File: src/rtl/serial_adder_if.sv
// Operand/result bundle for serial_adder. The sub signal exists only when
// SERIAL_ADDER_SUB_EN is defined.
interface serial_adder_if #(
   parameter int WIDTH = 8
) ();
   logic             start;
   logic [WIDTH-1:0] a;
   logic [WIDTH-1:0] b;
   logic             cin;
`ifdef SERIAL_ADDER_SUB_EN
   logic             sub;
`endif
   logic             busy;
   logic             done;
   logic [WIDTH-1:0] sum;
   logic             cout;

   modport master (
`ifdef SERIAL_ADDER_SUB_EN
      output sub,
`endif
      output start, a, b, cin,
      input  busy, done, sum, cout
   );

   modport slave (
`ifdef SERIAL_ADDER_SUB_EN
      input  sub,
`endif
      input  start, a, b, cin,
      output busy, done, sum, cout
   );
endinterface

File: src/rtl/serial_adder.sv
// Bit-serial adder, one bit per clock through a single full-adder cell, LSB first.
// Define SERIAL_ADDER_SUB_EN to add the sub input (a - b - cin, borrow on cout).
module serial_adder #(
   parameter int WIDTH = 8
) (
   input logic           clk,
   input logic           rst_n,
   serial_adder_if.slave bus
);

   localparam int CNT_W = (WIDTH > 1) ? $clog2(WIDTH) : 1;
   localparam logic [CNT_W-1:0] LAST_CNT = CNT_W'(WIDTH - 1);

   typedef enum logic [1:0] {
      IDLE  = 2'd0,
      SHIFT = 2'd1,
      DONE  = 2'd2
   } state_t;

   state_t             state_q, state_d;
   logic [WIDTH-1:0]   a_q, b_q;
   logic [WIDTH-2:0]   sum_sr_q;
   logic [WIDTH-1:0]   sum_q;
   logic [CNT_W-1:0]   cnt_q;
   logic               carry_q, cout_q;
   logic               accept, last_bit;
   logic               sum_bit, carry_nxt, a_eff;
   logic [WIDTH-1:0]   sum_nxt;
`ifdef SERIAL_ADDER_SUB_EN
   logic               sub_q;
`endif

   // A borrow is the carry of the same cell with the minuend bit inverted.
`ifdef SERIAL_ADDER_SUB_EN
   assign a_eff = sub_q ? ~a_q[0] : a_q[0];
`else
   assign a_eff = a_q[0];
`endif
   assign sum_bit   = a_q[0] ^ b_q[0] ^ carry_q;
   assign carry_nxt = (a_eff & b_q[0]) | (a_eff & carry_q) | (b_q[0] & carry_q);
   assign sum_nxt   = {sum_bit, sum_sr_q};

   always_ff @(posedge clk or negedge rst_n) begin
      if (!rst_n) begin
         state_q <= IDLE;
      end else begin
         // NOTE: state is updated with non-blocking assignments so every register sees pre-edge values.
         state_q <= state_d;
      end
   end

   always_comb begin
      // NOTE: defaults first so no path through the case leaves a signal unassigned (no latches).
      state_d  = state_q;
      accept   = 1'b0;
      last_bit = 1'b0;
      unique case (state_q)
         IDLE: begin
            if (bus.start) begin
               accept  = 1'b1;
               state_d = SHIFT;
            end
         end
         SHIFT: begin
            if (cnt_q == LAST_CNT) begin
               last_bit = 1'b1;
               state_d  = DONE;
            end
         end
         DONE: begin
            accept  = bus.start;
            state_d = bus.start ? SHIFT : IDLE;
         end
         default: state_d = IDLE;
      endcase
   end

   // Published sum/cout change only on the final bit, so partial results never show.
   always_ff @(posedge clk or negedge rst_n) begin
      if (!rst_n) begin
         // NOTE: every datapath register is cleared here because reset must zero all internal state.
         a_q      <= '0;
         b_q      <= '0;
         sum_sr_q <= '0;
         sum_q    <= '0;
         cnt_q    <= '0;
         carry_q  <= 1'b0;
         cout_q   <= 1'b0;
`ifdef SERIAL_ADDER_SUB_EN
         sub_q    <= 1'b0;
`endif
      end else if (accept) begin
         a_q      <= bus.a;
         b_q      <= bus.b;
         carry_q  <= bus.cin;
         sum_sr_q <= '0;
         cnt_q    <= '0;
`ifdef SERIAL_ADDER_SUB_EN
         sub_q    <= bus.sub;
`endif
      end else if (state_q == SHIFT) begin
         a_q      <= a_q >> 1;
         b_q      <= b_q >> 1;
         carry_q  <= carry_nxt;
         sum_sr_q <= sum_nxt[WIDTH-1:1];
         cnt_q    <= cnt_q + 1'b1;
         if (last_bit) begin
            sum_q  <= sum_nxt;
            cout_q <= carry_nxt;
         end
      end
   end

   assign bus.busy = (state_q == SHIFT);
   assign bus.done = (state_q == DONE);
   assign bus.sum  = sum_q;
   assign bus.cout = cout_q;

endmodule

File: src/flat_wrapper.sv
// flat-port wrapper written by rule: the top's interface ports become plain ports
module serial_adder_flat 
#(
   parameter int WIDTH = 8
)
  (clk, rst_n, bus_start, bus_a, bus_b, bus_cin, bus_busy, bus_done, bus_sum, bus_cout);
  serial_adder_if #(.WIDTH(WIDTH)) bus_i ();
  input logic clk;
  input logic rst_n;
  input wire logic [$bits(bus_i.start)-1:0] bus_start;
  input wire logic [$bits(bus_i.a)-1:0] bus_a;
  input wire logic [$bits(bus_i.b)-1:0] bus_b;
  input wire logic [$bits(bus_i.cin)-1:0] bus_cin;
  output wire logic [$bits(bus_i.busy)-1:0] bus_busy;
  output wire logic [$bits(bus_i.done)-1:0] bus_done;
  output wire logic [$bits(bus_i.sum)-1:0] bus_sum;
  output wire logic [$bits(bus_i.cout)-1:0] bus_cout;
  assign bus_i.start = bus_start;
  assign bus_i.a = bus_a;
  assign bus_i.b = bus_b;
  assign bus_i.cin = bus_cin;
  assign bus_busy = bus_i.busy;
  assign bus_done = bus_i.done;
  assign bus_sum = bus_i.sum;
  assign bus_cout = bus_i.cout;
  serial_adder #(.WIDTH(WIDTH)) u_core (.clk(clk), .rst_n(rst_n), .bus(bus_i));
endmodule
File: config.mk
export PLATFORM = sky130hd
export DESIGN_NAME = serial_adder_flat
export DESIGN_NICKNAME = d
export VERILOG_FILES = /design/src/rtl/serial_adder_if.sv /design/src/rtl/serial_adder.sv /design/src/flat_wrapper.sv
export SDC_FILE = /design/constraint.sdc
export NUM_CORES = 1
export LEC_CHECK = 0
export CAP_MARGIN = 5
export CORE_ASPECT_RATIO = 0.5
export CORE_UTILIZATION = 52
export DETAILED_ROUTE_END_ITERATION = 6
export GPL_TIMING_DRIVEN = 1
export MAX_ROUTING_LAYER = met4
export PLACE_DENSITY_LB_ADDON = 0.1
export SYNTH_ARGS = -nofsm -noshare
export SYNTH_HDL_FRONTEND = slang
export SYNTH_SLANG_ARGS = --single-unit
File: constraint.sdc
create_clock -name clk -period 1.7 [get_ports clk]
set_input_delay 0.34 -clock clk [delete_from_list [all_inputs] [get_ports clk]]
set_output_delay 0.34 -clock clk [all_outputs]
set_load 0.05 [all_outputs]
==> results of run 1 <==
state kept, by name, indices dropped and copies added (netlist names):
signal,cells
u_core.bus.sum,8
u_core.b_q,8
u_core.sum_sr_q,7
u_core.bus.cout,1
u_core.cnt_q,3
u_core.state_q,2
u_core.carry_q,1
u_core.a_q,8
power groups by stage:
stage / Clock, mW / Combinational (mW) / Sequential [mW]
after detailed placement: 0 / 2.01 / 1.64
after global placement: 0 / 1.95 / 1.63
final: 0.631 / 2.00 / 1.63
after CTS: 0.646 / 2.02 / 1.63
after global routing: 0.678 / 2.17 / 1.69
after floorplan: 0 / 1.24 / 1.86
per-stage QoR:
stage | setup WS [ns] | area, um2
floorplan | 0.0407 | 1830
global placement | 0.154 | 2200
detailed placement | 0.124 | 2200
CTS | 0.0466 | 2290
global route | 0.0155 | 2290
finish | 0.0604 | 2290
layer usage:
metal  global-route usage  up-vias
met2                0.330       32
met4               0.0700        0
met5                    -        -
met1                0.277      637
met3               0.0571        5
li1                     -      620
final timing paths:
| check | end | depth (start not counted) | startpoint | slack (ns) |
|---|---|---|---|---|
| hold reg to reg | u_core.b_q[2] | 2 | u_core.b_q[2] | 0.51 |
| max in group asynchronous | u_core.state_q[0] | 2 | rst_n | 1.18 |
| setup reg to reg | u_core.sum_sr_q[6] | 3 | u_core.carry_q | 0.22 |
| hold / removal | u_core.bus.sum[2] | 1 | rst_n | 0.03 |
| min in group clk | u_core.b_q[2] | 2 | u_core.b_q[2] | 0.51 |
| setup / recovery | bus_busy | 3 | u_core.state_q[1] | 0.06 |
cell type report:
type                       instances  area share
clock buffer                       7      0.0377
tap                               48      0.0262
timing repair buffer              38       0.165
sequential                        38       0.416
multi-input combinational        104       0.349
inverter                           2     0.00437
clock inverter                     1     0.00219
cell usage in the layout (no fill, tap or decap), types with 2 or more instances in the layout:
cell | synthesis | layout
dfrtp_1 | 38 | 37
clkdlybuf4s50_1 | 0 | 18
buf_4 | 0 | 15
nor2_1 | 11 | 11
mux2_4 | 9 | 9
mux2_2 | 9 | 9
o22ai_1 | 9 | 9
nor3_1 | 9 | 9
nor2b_1 | 7 | 7
o21ai_0 | 7 | 7
a22o_1 | 6 | 6
nand2b_1 | 6 | 6
nand2_1 | 6 | 6
mux2i_1 | 6 | 6
clkbuf_8 | 0 | 6
a211oi_1 | 5 | 5
a21oi_1 | 5 | 5
buf_12 | 0 | 4
nand3_1 | 2 | 2
ha_1 | 2 | 2
cell families after synthesis:
| logic type | count (synthesis) | synth area share |
|---|---|---|
| flops | 38 | 0.521 |
| simple gates | 43 | 0.128 |
| xor+xnor | 1 | 0.00480 |
| buf+inv | 13 | 0.0425 |
| compound gates | 33 | 0.117 |
| fa+ha+maj | 3 | 0.0247 |
| mux | 24 | 0.162 |
what timing repair did:
| action | CTS | global route |
|---|---|---|
| setup endpoints to repair | 1 | 0 |
| buffers inserted | 0 | 0 |
| gates resized for setup | 1 | 0 |
==> results_dict.tcl, run 1 <==
set metrics [dict create \
    synth.most_common_cell "dfrtp_1" \
    final_core_util 0.722 \
    synth_nets 178 \
    wl_met1_mm 1.65 \
    slew_headroom 0.644 \
    cp_slowest_stage_delay_ns 0.48 \
    cts_tree "built" \
    die_area_mm2 0.00377 \
    crit_buf_inv 2 \
    cp.required_ns 1.36 \
    hold_viol_final 0 \
    synthArstFlopShare 1.00 \
    synthCells 155 \
    cts-root-buf "clkbuf_8" \
    synthToLayoutAreaGrowth_pct 25.3 \
    post-place-cells 230 \
    viasPerCell 5.44 \
    slowest_stage "dfrtp_1" \
    yosysWarningCount 0 \
    swShare 0.387 \
    p_int_mw 2.61 \
    setup_viol 0 \
    synth_top_area_share 0.521 \
    htree_levels 2 \
    fillers 258 \
    switchingPower_mw 1.65 \
    synth_area_leaders "dfrtp_1 52%, mux2_4 7.4%, mux2_2 5.5%" \
    numCtsBuffers 5 \
    hold_buffers 0 \
    drc_errors 0 \
    avgSynthCellArea_um2 11.8 \
    ys.flop_type "dfrtp_1" \
    maxCapViolations 0 \
    rsz0062_at_grt "false" \
    route.met2.wl_mm 1.42 \
    multi_input_area_um2 798 \
    p_seq_frac 0.382 \
    clk_latency_ns 0.29 \
    die_h_um 43.9 \
    crit_arrival_ns 1.30 \
    io_pins 31 \
    leakagePower_nw 1.02 \
    path_cells "nand2b_4, inv_4, buf_12" \
    via_count 1294 \
    std_cell_rows 14 \
    finClkSkew_ns 0.00393 \
    setup_tns_ns 0 \
    drive_above_1_share 0.258 \
    dp_hpwl_mm 2.27 \
    grt_max_degree 23 \
    syn_area_mm2 0.00183 \
    grt_first_pass_wirelength_mm 5.76 \
    path_class "reg2out" \
    cp-start-kind "register" \
    wl_per_cell_um 13.7 \
    finalMaxSlewViolations 0 \
    top_layer_used "met4" \
    grt_remaining_overflow 0 \
    fin_crit_sh 0.964 \
    start_util 0.576 \
    finalPower_mw 4.25 \
    synth_common_cells "38 x dfrtp_1, 11 x nor2_1" \
    clockBufferDepth 2 \
    power_frac_comb 0.469 \
    clock_power_share 0.148 \
    coreArea_mm2 0.00317 \
    antenna_found_initial 0 \
    max_clock_freq_mhz 610 \
    path_clk_slew_ns 0.07 \
    critPathTopFamily "flip-flops" \
    worstMarginPinSlew_ns 0.534 \
    portBuffers 30 \
    finalNetCount 212 \
    wl_mm 3.25 \
    die_w_um 85.8 \
    end_kind "primary output" \
    finalNonFillerCells 238 \
    ant_nets 0 \
    route.met3.wl_um 151 \
    p_per_area_mw_per_mm2 1860 \
    crit_path_max_fanout 13 \
    gr-usage-all-layers 0.213 \
    drtIter0Drc 46 \
    cts.sinks 38 \
    dr.pass1.iters 4 \
    place.gp.congestion 0.787 \
    diodes 0 \
    ys_seq_elements 38 \
    synth_top_area_cell "dfrtp_1" \
    whs_ns 0.0269 \
    hp-class "in2async" \
    synth_edf_count 0 \
    seq_area_um2 952 \
    outcome "complete, no violations" \
    peakVddDrop_mv 0.877 \
    ys_seq_area_frac 0.521 \
    synth_cell_types 25 \
    first_global_vias 1236 \
    min_period_ns 1.64 \
]
No activity file was read; power rests on OpenSTA's default activity.
==> run 2: changes to the inputs <==
Settings changed: CORE_ASPECT_RATIO 0.5 to not set, CTS_CLUSTER_SIZE set to 14.
==> results_dict.tcl, run 2 (synthesis results as in run 1) <==
set metrics [dict create \
    wl_per_cell_um 14.8 \
    fin_crit_sh 0.972 \
    finalMaxSlewViolations 0 \
    end_kind "primary output" \
    finalNetCount 217 \
    whs_ns 0.0349 \
    max_clock_freq_mhz 605 \
    crit_buf_inv 2 \
    fillers 255 \
    outcome "complete, no violations" \
    slew_headroom 0.683 \
    std_cell_rows 21 \
    crit_arrival_ns 1.31 \
    min_period_ns 1.65 \
    slowest_stage "dfrtp_2" \
    grt_max_degree 39 \
    ant_nets 0 \
    die_area_mm2 0.00375 \
    grtUsageMet2 0.374 \
    start_util 0.543 \
    cp_slowest_stage_delay_ns 0.44 \
    via_count 1331 \
    place.gp.congestion 0.732 \
    cp.required_ns 1.36 \
    cp-start-kind "register" \
    hold_viol_final 0 \
    drtIter0Drc 51 \
    worstMarginPinSlew_ns 0.475 \
    peakVddDrop_mv 0.944 \
    io_pins 31 \
    switchingPower_mw 1.68 \
    crit_path_max_fanout 13 \
    die_h_um 61.3 \
    gr-usage-all-layers 0.219 \
    htree_levels 2 \
    viasPerCell 5.52 \
    final_common_cell "dfrtp_1" \
    diodes 0 \
    power_frac_comb 0.494 \
    synthToLayoutAreaGrowth_pct 26.6 \
    final_cell_mix "37 x dfrtp_1, 21 x buf_4, 18 x clkdlybuf4s50_1" \
    p_int_mw 2.61 \
    die_w_um 61.3 \
    crit_cells 3 \
    dr.pass1.iters 4 \
    grt-busiest-layer "met2" \
    cts-root-buf "clkbuf_4" \
    dp_hpwl_mm 2.40 \
    clk_latency_ns 0.34 \
    clockBufferDepth 2 \
    finalInstanceArea_mm2 0.00231 \
    p_per_area_mw_per_mm2 1860 \
    wl_mm 3.57 \
    drive_above_1_share 0.287 \
    grt_first_pass_wirelength_mm 5.62 \
    rsz0062_at_grt "true" \
    rr_endpoint "u_core.bus.cout" \
    hp-class "in2async" \
    numCtsBuffers 5 \
    critPathTopFamily "flip-flops" \
    reg2reg_depth 4 \
    cts_tree "built" \
    finClkSkew_ns 0.00311 \
    path_clk_slew_ns 0.10 \
    r2r-start "u_core.cnt_q[0]" \
    grt_use_met1 0.242 \
    hold_buffers 0 \
    maxCapViolations 0 \
    cts.sinks 38 \
    path_cells "nand2b_4, clkinv_8, buf_12" \
    leakagePower_nw 1.04 \
    place_area_mm2 0.00219 \
    swShare 0.391 \
    coreArea_mm2 0.00336 \
    grt_remaining_overflow 0 \
    p_seq_frac 0.376 \
    setup_viol 0 \
    clock_power_share 0.130 \
    drc_errors 0 \
    antenna_found_initial 0 \
    first_global_vias 1262 \
    portBuffers 30 \
    path_class "reg2out" \
    r2r_slack_ns 0.22 \
    gr-usage-met3 0.0399 \
]
[run 2: cell count changes in the layout (fill, tap and decap cells not counted), sizes merged]
cell    change
clkbuf      +1
buf         +5
inv         -1
[run 2: area by class of cell]
cell class	instances	area (um2)	area share
inverters	2	20.0	0.00866
clock buffers	8	78.8	0.0341
repair buffers	43	403	0.174
well taps	46	57.6	0.0249
multi-input cells	104	801	0.346
flip-flops and latches	38	952	0.412
[run 2: worst max-delay path by stage]
stage / end / slack [ns] / from
after detailed placement: u_core.cnt_q[2] / 0.09 / bus_start
after CTS: bus_busy / 0.02 / u_core.state_q[1]
after global placement: u_core.cnt_q[0] / 0.13 / bus_start
after global routing: bus_busy / -0.006 / u_core.state_q[1]
after floorplan: bus_done / 0.04 / u_core.state_q[1]
final: bus_busy / 0.05 / u_core.state_q[1]
[run 2: per-stage QoR]
step	util	setup WS, ns	TNS [ns]	power (mW)	std cells
finish	0.688	0.0469	0	4.29	241
floorplan	-	0.0407	0	3.10	155
global placement	0.651	0.129	0	3.58	229
CTS	0.677	0.0168	0	4.25	237
detailed placement	0.651	0.0935	0	3.67	229
global route	0.688	-0.00638	-0.00638	4.59	241
[run 2: power by group through the flow]
| stage | clock network (mW) | logic [mW] | registers [mW] |
|---|---|---|---|
| finish | 0.559 | 2.12 | 1.61 |
| global route | 0.608 | 2.32 | 1.66 |
| CTS | 0.578 | 2.06 | 1.61 |
| detailed placement | 0 | 2.04 | 1.63 |
| global placement | 0 | 1.98 | 1.60 |
| floorplan | 0 | 1.24 | 1.86 |
[run 2: timing repair]
item / 4_1_cts / 5_1_grt
setup buffers: 0 / 4
endpoints found under the setup margin: 2 / 1
gates resized for setup: 4 / 1
[run 2: layer usage]
layer  part of all wire  up-vias
met5                  0        -
met4              0.019        0
met3              0.033        8
met2               0.52       36
met1               0.42      657
li1                   -      630
